===== src/rtl/matrix_accumulator.sv =====
// Streaming N x N matrix builder: K unsigned terms are summed per element.
// Each sum either wraps or saturates, and the finished matrix is held for one handoff.
module matrix_accumulator #(
    parameter int ELEM_W = 6,
    parameter int N      = 2,
    parameter int K      = 2,
    parameter int SAT    = 0
) (
    input  logic                       clk,
    input  logic                       rst_n,
    input  logic                       clr,
    input  logic                       in_valid,
    output logic                       in_ready,
    input  logic [ELEM_W-1:0]          in_data,
    output logic                       out_valid,
    input  logic                       out_ready,
    output logic [N*N*ELEM_W-1:0]      out_matrix,
    output logic                       out_ovf
);

    localparam int E     = N * N;
    localparam int ACC_W = ELEM_W + $clog2(K) + 1;
    localparam int TCW   = (K > 1) ? $clog2(K) : 1;
    localparam int ECW   = (E > 1) ? $clog2(E) : 1;

    localparam logic [ACC_W-1:0] MAXV =
        {{(ACC_W-ELEM_W){1'b0}}, {ELEM_W{1'b1}}};

    typedef enum logic {
        ACCUM = 1'b0,
        HOLD  = 1'b1
    } state_e;

    state_e                  state_q, state_d;
    logic [TCW-1:0]          term_cnt_q, term_cnt_d;
    logic [ECW-1:0]          elem_cnt_q, elem_cnt_d;
    logic [ACC_W-1:0]        acc_q, acc_d;
    logic [N*N*ELEM_W-1:0]   mat_q, mat_d;
    logic                    ovf_q, ovf_d;

    logic                    xfer;
    logic                    handoff;
    logic                    last_term;
    logic                    last_elem;
    logic [ACC_W-1:0]        sum_w;
    logic                    elem_ovf;
    logic [ELEM_W-1:0]       elem_val;

    assign xfer      = in_valid && (state_q == ACCUM) && !clr;
    assign handoff   = out_ready && (state_q == HOLD) && !clr;
    assign last_term = (term_cnt_q == TCW'(K - 1));
    assign last_elem = (elem_cnt_q == ECW'(E - 1));

    // State register
    always_ff @(posedge clk or negedge rst_n) begin
        if (!rst_n) begin
            state_q <= ACCUM;
        end else begin
            state_q <= state_d;
        end
    end

    // Next state: clr always wins, last term enters HOLD, handoff leaves it
    always_comb begin
        state_d = state_q;
        if (clr) begin
            state_d = ACCUM;
        end else begin
            unique case (state_q)
                ACCUM: if (xfer && last_term && last_elem) state_d = HOLD;
                HOLD:  if (out_ready) state_d = ACCUM;
                default: state_d = ACCUM;
            endcase
        end
    end

    // Handshake outputs come straight from the state
    always_comb begin
        in_ready  = (state_q == ACCUM);
        out_valid = (state_q == HOLD);
    end

    // Element sum, overflow detect and wrap/saturate selection
    always_comb begin
        if (term_cnt_q == '0) begin
            sum_w = ACC_W'(in_data);
        end else begin
            sum_w = acc_q + ACC_W'(in_data);
        end
        elem_ovf = (sum_w > MAXV);
        if ((SAT != 0) && elem_ovf) begin
            elem_val = {ELEM_W{1'b1}};
        end else begin
            elem_val = sum_w[ELEM_W-1:0];
        end
    end

    // Datapath next state: counters, accumulator, matrix and sticky ovf
    always_comb begin
        term_cnt_d = term_cnt_q;
        elem_cnt_d = elem_cnt_q;
        acc_d      = acc_q;
        mat_d      = mat_q;
        ovf_d      = ovf_q;
        if (clr) begin
            term_cnt_d = '0;
            elem_cnt_d = '0;
            acc_d      = '0;
            ovf_d      = 1'b0;
        end else if (xfer) begin
            acc_d = sum_w;
            if (last_term) begin
                term_cnt_d = '0;
                ovf_d      = ovf_q | elem_ovf;
                for (int e = 0; e < E; e++) begin
                    if (elem_cnt_q == ECW'(e)) begin
                        mat_d[e*ELEM_W +: ELEM_W] = elem_val;
                    end
                end
                if (last_elem) begin
                    elem_cnt_d = '0;
                end else begin
                    elem_cnt_d = elem_cnt_q + ECW'(1);
                end
            end else begin
                term_cnt_d = term_cnt_q + TCW'(1);
            end
        end else if (handoff) begin
            term_cnt_d = '0;
            elem_cnt_d = '0;
            ovf_d      = 1'b0;
        end
    end

    // Datapath registers
    always_ff @(posedge clk or negedge rst_n) begin
        if (!rst_n) begin
            term_cnt_q <= '0;
            elem_cnt_q <= '0;
            acc_q      <= '0;
            mat_q      <= '0;
            ovf_q      <= 1'b0;
        end else begin
            term_cnt_q <= term_cnt_d;
            elem_cnt_q <= elem_cnt_d;
            acc_q      <= acc_d;
            mat_q      <= mat_d;
            ovf_q      <= ovf_d;
        end
    end

    assign out_matrix = mat_q;
    assign out_ovf    = ovf_q;

endmodule

===== config.mk =====
export PLATFORM = sky130hd
export DESIGN_NAME = matrix_accumulator
export DESIGN_NICKNAME = d
export VERILOG_FILES = /design/src/rtl/matrix_accumulator.sv
export SDC_FILE = /design/constraint.sdc
export NUM_CORES = 1
export LEC_CHECK = 0
export CORE_MARGIN = 2
export CORE_UTILIZATION = 40
export CTS_CLUSTER_DIAMETER = 100
export DETAILED_ROUTE_END_ITERATION = 10
export PLACE_DENSITY = 0.66
export SYNTH_ARGS = -nofsm -noshare
export SYNTH_HDL_FRONTEND = slang
export SYNTH_SLANG_ARGS = --single-unit

===== constraint.sdc =====
create_clock -name clk -period 4.11 [get_ports clk]
set_input_delay 0.822 -clock clk [delete_from_list [all_inputs] [get_ports clk]]
set_output_delay 0.822 -clock clk [all_outputs]
set_load 0.05 [all_outputs]

# Word level (Yosys, flattened, before mapping)

Index checks and enable logic that the tools add are counted.

Input bits: 11
Register bits: 37
Output and inout port bits: 27

Reduce and logical (&&, ||, !) cells: 15
$lt $le $gt $ge: 1
Add/subtract/negate cells: 3
Mux-type cells: 19
Bitwise operators: 3
Equality and inequality tests: 4

Operator list:

| cell                | count |
|---|---|
| $mux 8              | 3 |
| $reduce_and 4->1    | 4 |
| $mux 1              | 10 |
| $mux 2              | 5 |
| $add 8x6->8         | 1 |
| $gt 8x6->1 const B  | 1 |
| $logic_and 1x1->1   | 6 |
| $eq 2x2->1 const B  | 2 |
| $ne 3x3->1 const B  | 1 |
| $reduce_bool 3->1   | 1 |
| $add 2x1->2 const B | 1 |
| $eq 2x1->1 const B  | 1 |
| $logic_not 2->1     | 1 |
| $not 1->1           | 2 |
| $pmux 1 s2          | 1 |
| $reduce_and 2->1    | 1 |
| $reduce_bool 2->1   | 1 |
| $add 1x1->1 const B | 1 |
| $logic_not 1->1     | 1 |
| $or 1x1->1          | 1 |

# Logic depth before layout (Yosys ltp)

Depth in word-level cells: 8
Depth in mapped cells: 8

# Worst setup path after synthesis

Ideal clock, no wire load.

Path type: input-to-reg
Start: input in_data[0]
End: register acc_q[4]
Stages: 8
Buffers on the path: 0
Data required time: 3.979 ns
Library setup time: 0.131 ns
Path slack: 1.828 ns
Data arrival time: 2.150 ns
Cell sequence: ha_1 > inv_1 > fa_1 > nor2b_4 > o21a_1 > or3_4 > a31oi_4 > a211oi_2

Cells in the longest elaborated chain, start to end: 4

Ends and longest elaborated chain:

| item                   | line | text |
|---|---|---|
| start: declaration     | 14   | `input logic [ELEM_W-1:0] in_data,` |
| $add 8x6->8            | 88   | `sum_w = acc_q + ACC_W'(in_data);` |
| $mux 8                 | 85   | `if (term_cnt_q == '0) begin` |
| $mux 8                 | 110  | `end else if (xfer) begin` |
| $mux 8                 | 105  | `if (clr) begin` |
| end signal: assignment | 140  | `acc_q <= '0;` |
| end signal: assignment | 146  | `acc_q <= acc_d;` |
| end: declaration       | 37   | `logic [ACC_W-1:0] acc_q, acc_d;` |

No other way between the ends. The select of a mux whose other input is x is not followed.
A chain may end at the register's enable or synchronous reset.

# Worst setup path in the final report

Ends and elaborated chain as after synthesis.

==> results.py <==
metrics = {
    "finish": {
        "n_antenna_cell": 0,
        "multi_input_area_sq_um": 828,
        "fin_util": 0.530,
        "seqCellArea_sq_um": 926,
        "drive_gt1_frac": 0.0724,
        "fillers": 382,
        "synthToLayoutAreaGrowth_pct": 26.4,
        "nets": 242,
    },
    "cts": {
        "postCtsSetupRepairBufs": 0,
        "numCtsBuffers": 5,
        "root_buffer": "clkbuf_8",
        "ctsResizeCount": 0,
        "clock_path_buffers": 2,
        "tritoncts": "yes",
        "htreeDepth": 2,
        "clkTransAtPathRegs_ns": 0.07,
        "cts.sinks": 37,
        "clk_latency_ns": 0.28,
        "cts_hold_repair.buffers": 0,
    },
    "sta": {
        "clock_skew_ns": 0.00218,
        "worstMarginPinSlew_ns": 0.629,
        "timing.final.crit_share": 0.642,
        "relSlewSlack": 0.581,
        "hold_ws_ns": 0.477,
        "final.min_clock_period_ns": 2.64,
        "fmax_ghz": 0.379,
        "hold_viol_final": 0,
        "drv_slew": 0,
        "rsz0062_at_grt": "false",
        "setup_tns_ns": 0,
        "setup_viol": 0,
    },
    "synth": {
        "syn_inst": 183,
        "synth.most_common_cell": "dfrtp_1",
        "ys_seq_elements": 37,
        "synthesis.nets": 205,
        "async_flop_share": 1.00,
        "ys.flop_type": "dfrtp_1",
        "synthesis.area_sq_um": 1850,
        "synth_edf_count": 0,
        "yosys.area.top_type": "dfrtp_1",
        "ys_types": 39,
        "synth_area_leaders": "dfrtp_1, nand2_1, ha_1",
        "postSynthAreaPerCell_sq_um": 10.1,
        "yosysWarnings": 0,
        "synth_top_area_share": 0.500,
        "yosysSeqAreaShare": 0.500,
        "synth_common_cells": "dfrtp_1, nand2_1, o21ai_0, ha_1",
    },
    "setup_path": {
        "reg2reg_depth": 8,
        "critical_path_arrival_ns": 2.79,
        "path_cells": "clkdlybuf4s50_1, ha_1, inv_1, fa_1, nor2b_4, o21a_1, o21ai_1, a31oi_4, a211oi_2",
        "path_max_fanout": 5,
        "end_kind": "register",
        "crit_type": "input port to register",
        "startpoint_type": "input port",
        "max_stage_delay_ns": 0.48,
        "crit_required_ns": 4.26,
        "worst_path_max_delay_cell": "clkdlybuf4s50_1",
    },
    "detailed_routing": {
        "drt_iter0_markers": 65,
        "routed_wirelength_um": 3800,
        "via_per_inst": 5.17,
        "first_pass_iters": 5,
        "drc": 0,
        "vias": 1412,
        "ant_nets": 0,
        "wl_per_cell_um": 13.9,
    },
    "global_routing": {
        "grt_max_degree": 38,
        "grt_pass1_vias": 1297,
        "antenna_found_initial": 0,
        "grt_first_pass_wirelength_um": 6440,
        "gr-total-overflow": 0,
        "grt_util_all_layers": 0.160,
    },
    "placed_design": {
        "post-dp-hpwl_um": 2760,
        "routabilityCongestion": 0.812,
        "io_buffers": 37,
    },
    "job": {
        "max_cap_violations": 0,
    },
    "power_and_ir_drop": {
        "vdd_ir_drop_max_mv": 0.190,
        "p_leak_nw": 1.04,
        "power-per-cell-area_nw_per_um2": 449,
    },
    "floorplan": {
        "die_y_um": 72.0,
        "dieArea_sq_um": 5190,
        "start_util": 0.420,
        "io-pin-count": 38,
        "rows": 24,
        "core_area_sq_um": 4410,
        "die_w_um": 72.0,
    },
    "worst_hold_path": {
        "hold_class": "register to register",
        "min_delay_path_depth": 2,
    },
    "outcome": {
        "status": "complete, no violations",
    },
}
[per-layer routing]
| metal | vias to the layer above | track usage | wire length [um] |
|---|---|---|---|
| li1 | 710 | - | - |
| met1 | 672 | 0.220 | 1820 |
| met2 | 28 | 0.254 | 1820 |
| met3 | 2 | 0.0417 | 132 |
| met4 | 0 | 0.0377 | 28 |
| met5 | - | 0 | 0 |
[cell usage in the layout (no fill, tap or decap), types with 2 or more instances in the layout]
master / Yosys / final
dfrtp_1: 37 / 37
clkdlybuf4s50_1: 0 / 37
nand2_1: 34 / 34
o21ai_0: 23 / 23
ha_1: 10 / 10
a21oi_1: 8 / 8
nor2_1: 8 / 8
inv_1: 6 / 6
o21ai_1: 6 / 6
clkbuf_8: 1 / 6
a211oi_1: 5 / 5
nand3_1: 4 / 4
mux2i_1: 3 / 3
and2b_2: 2 / 2
nand2b_1: 2 / 2
a21o_1: 2 / 2
or3_1: 2 / 2
a31oi_1: 2 / 2
xor2_1: 2 / 2
o211ai_1: 2 / 2
[cell type report]
| class | instances | share of cell area |
|---|---|---|
| clock buffers | 6 | 0.0353 |
| clock inverters | 2 | 0.0160 |
| inverters | 6 | 0.00963 |
| multi-input cells | 132 | 0.354 |
| flip-flops and latches | 37 | 0.396 |
| well taps | 52 | 0.0278 |
| repair buffers | 38 | 0.161 |
[sequential cells by signal, summed over array words and instances (netlist names)]
signal and flops:
elem_cnt_q 2, out_ovf 1, last_term 1, out_valid 1
out_matrix 24, acc_q 8
[critical path: cells and delay by family]
kind / cells / cell delay [ns]
compound gates: 4 / 0.63
fa+ha+maj: 2 / 0.63
buf+inv: 2 / 0.55
simple gates: 1 / 0.14
[through the flow]
step	cell area, sq um	instances	total power [mW]	setup slack (ns)
final	2340	273	1.05	1.47
after CTS	2340	273	1.06	1.47
after detailed placement	2220	265	0.735	1.18
after global placement	2220	265	0.731	1.20
after floorplan	1850	183	0.631	1.83
after global routing	2340	273	1.11	1.31
[logic make-up after synthesis]
kind of cell    Yosys count  share of synthesized area
simple gates             60                      0.156
fa+ha+maj                11                     0.0784
compound gates           55                      0.182
xor+xnor                  3                     0.0142
flops                    37                      0.500
buf+inv                  14                     0.0527
mux                       3                     0.0162
[where the power goes]
part           switching, mW  internal, mW
Sequential            0.0253         0.402
Combinational          0.195         0.102
Clock                  0.128         0.197
Total                  0.348         0.701
[final timing paths]
path	from	end	slack, ns
min reg2reg	out_matrix[3]$_DFFE_PN0P_	out_matrix[3]$_DFFE_PN0P_	0.48
max	in_data[0]	acc_q[4]$_DFFE_PN0P_	1.47
min	out_matrix[3]$_DFFE_PN0P_	out_matrix[3]$_DFFE_PN0P_	0.48
max reg2reg	acc_q[0]$_DFFE_PN0P_	acc_q[4]$_DFFE_PN0P_	2.08
max in group asynchronous	rst_n	acc_q[7]$_DFFE_PN0P_	2.83
min in group asynchronous	rst_n	out_matrix[6]$_DFFE_PN0P_	0.96
No activity file was read; power rests on OpenSTA's default activity.
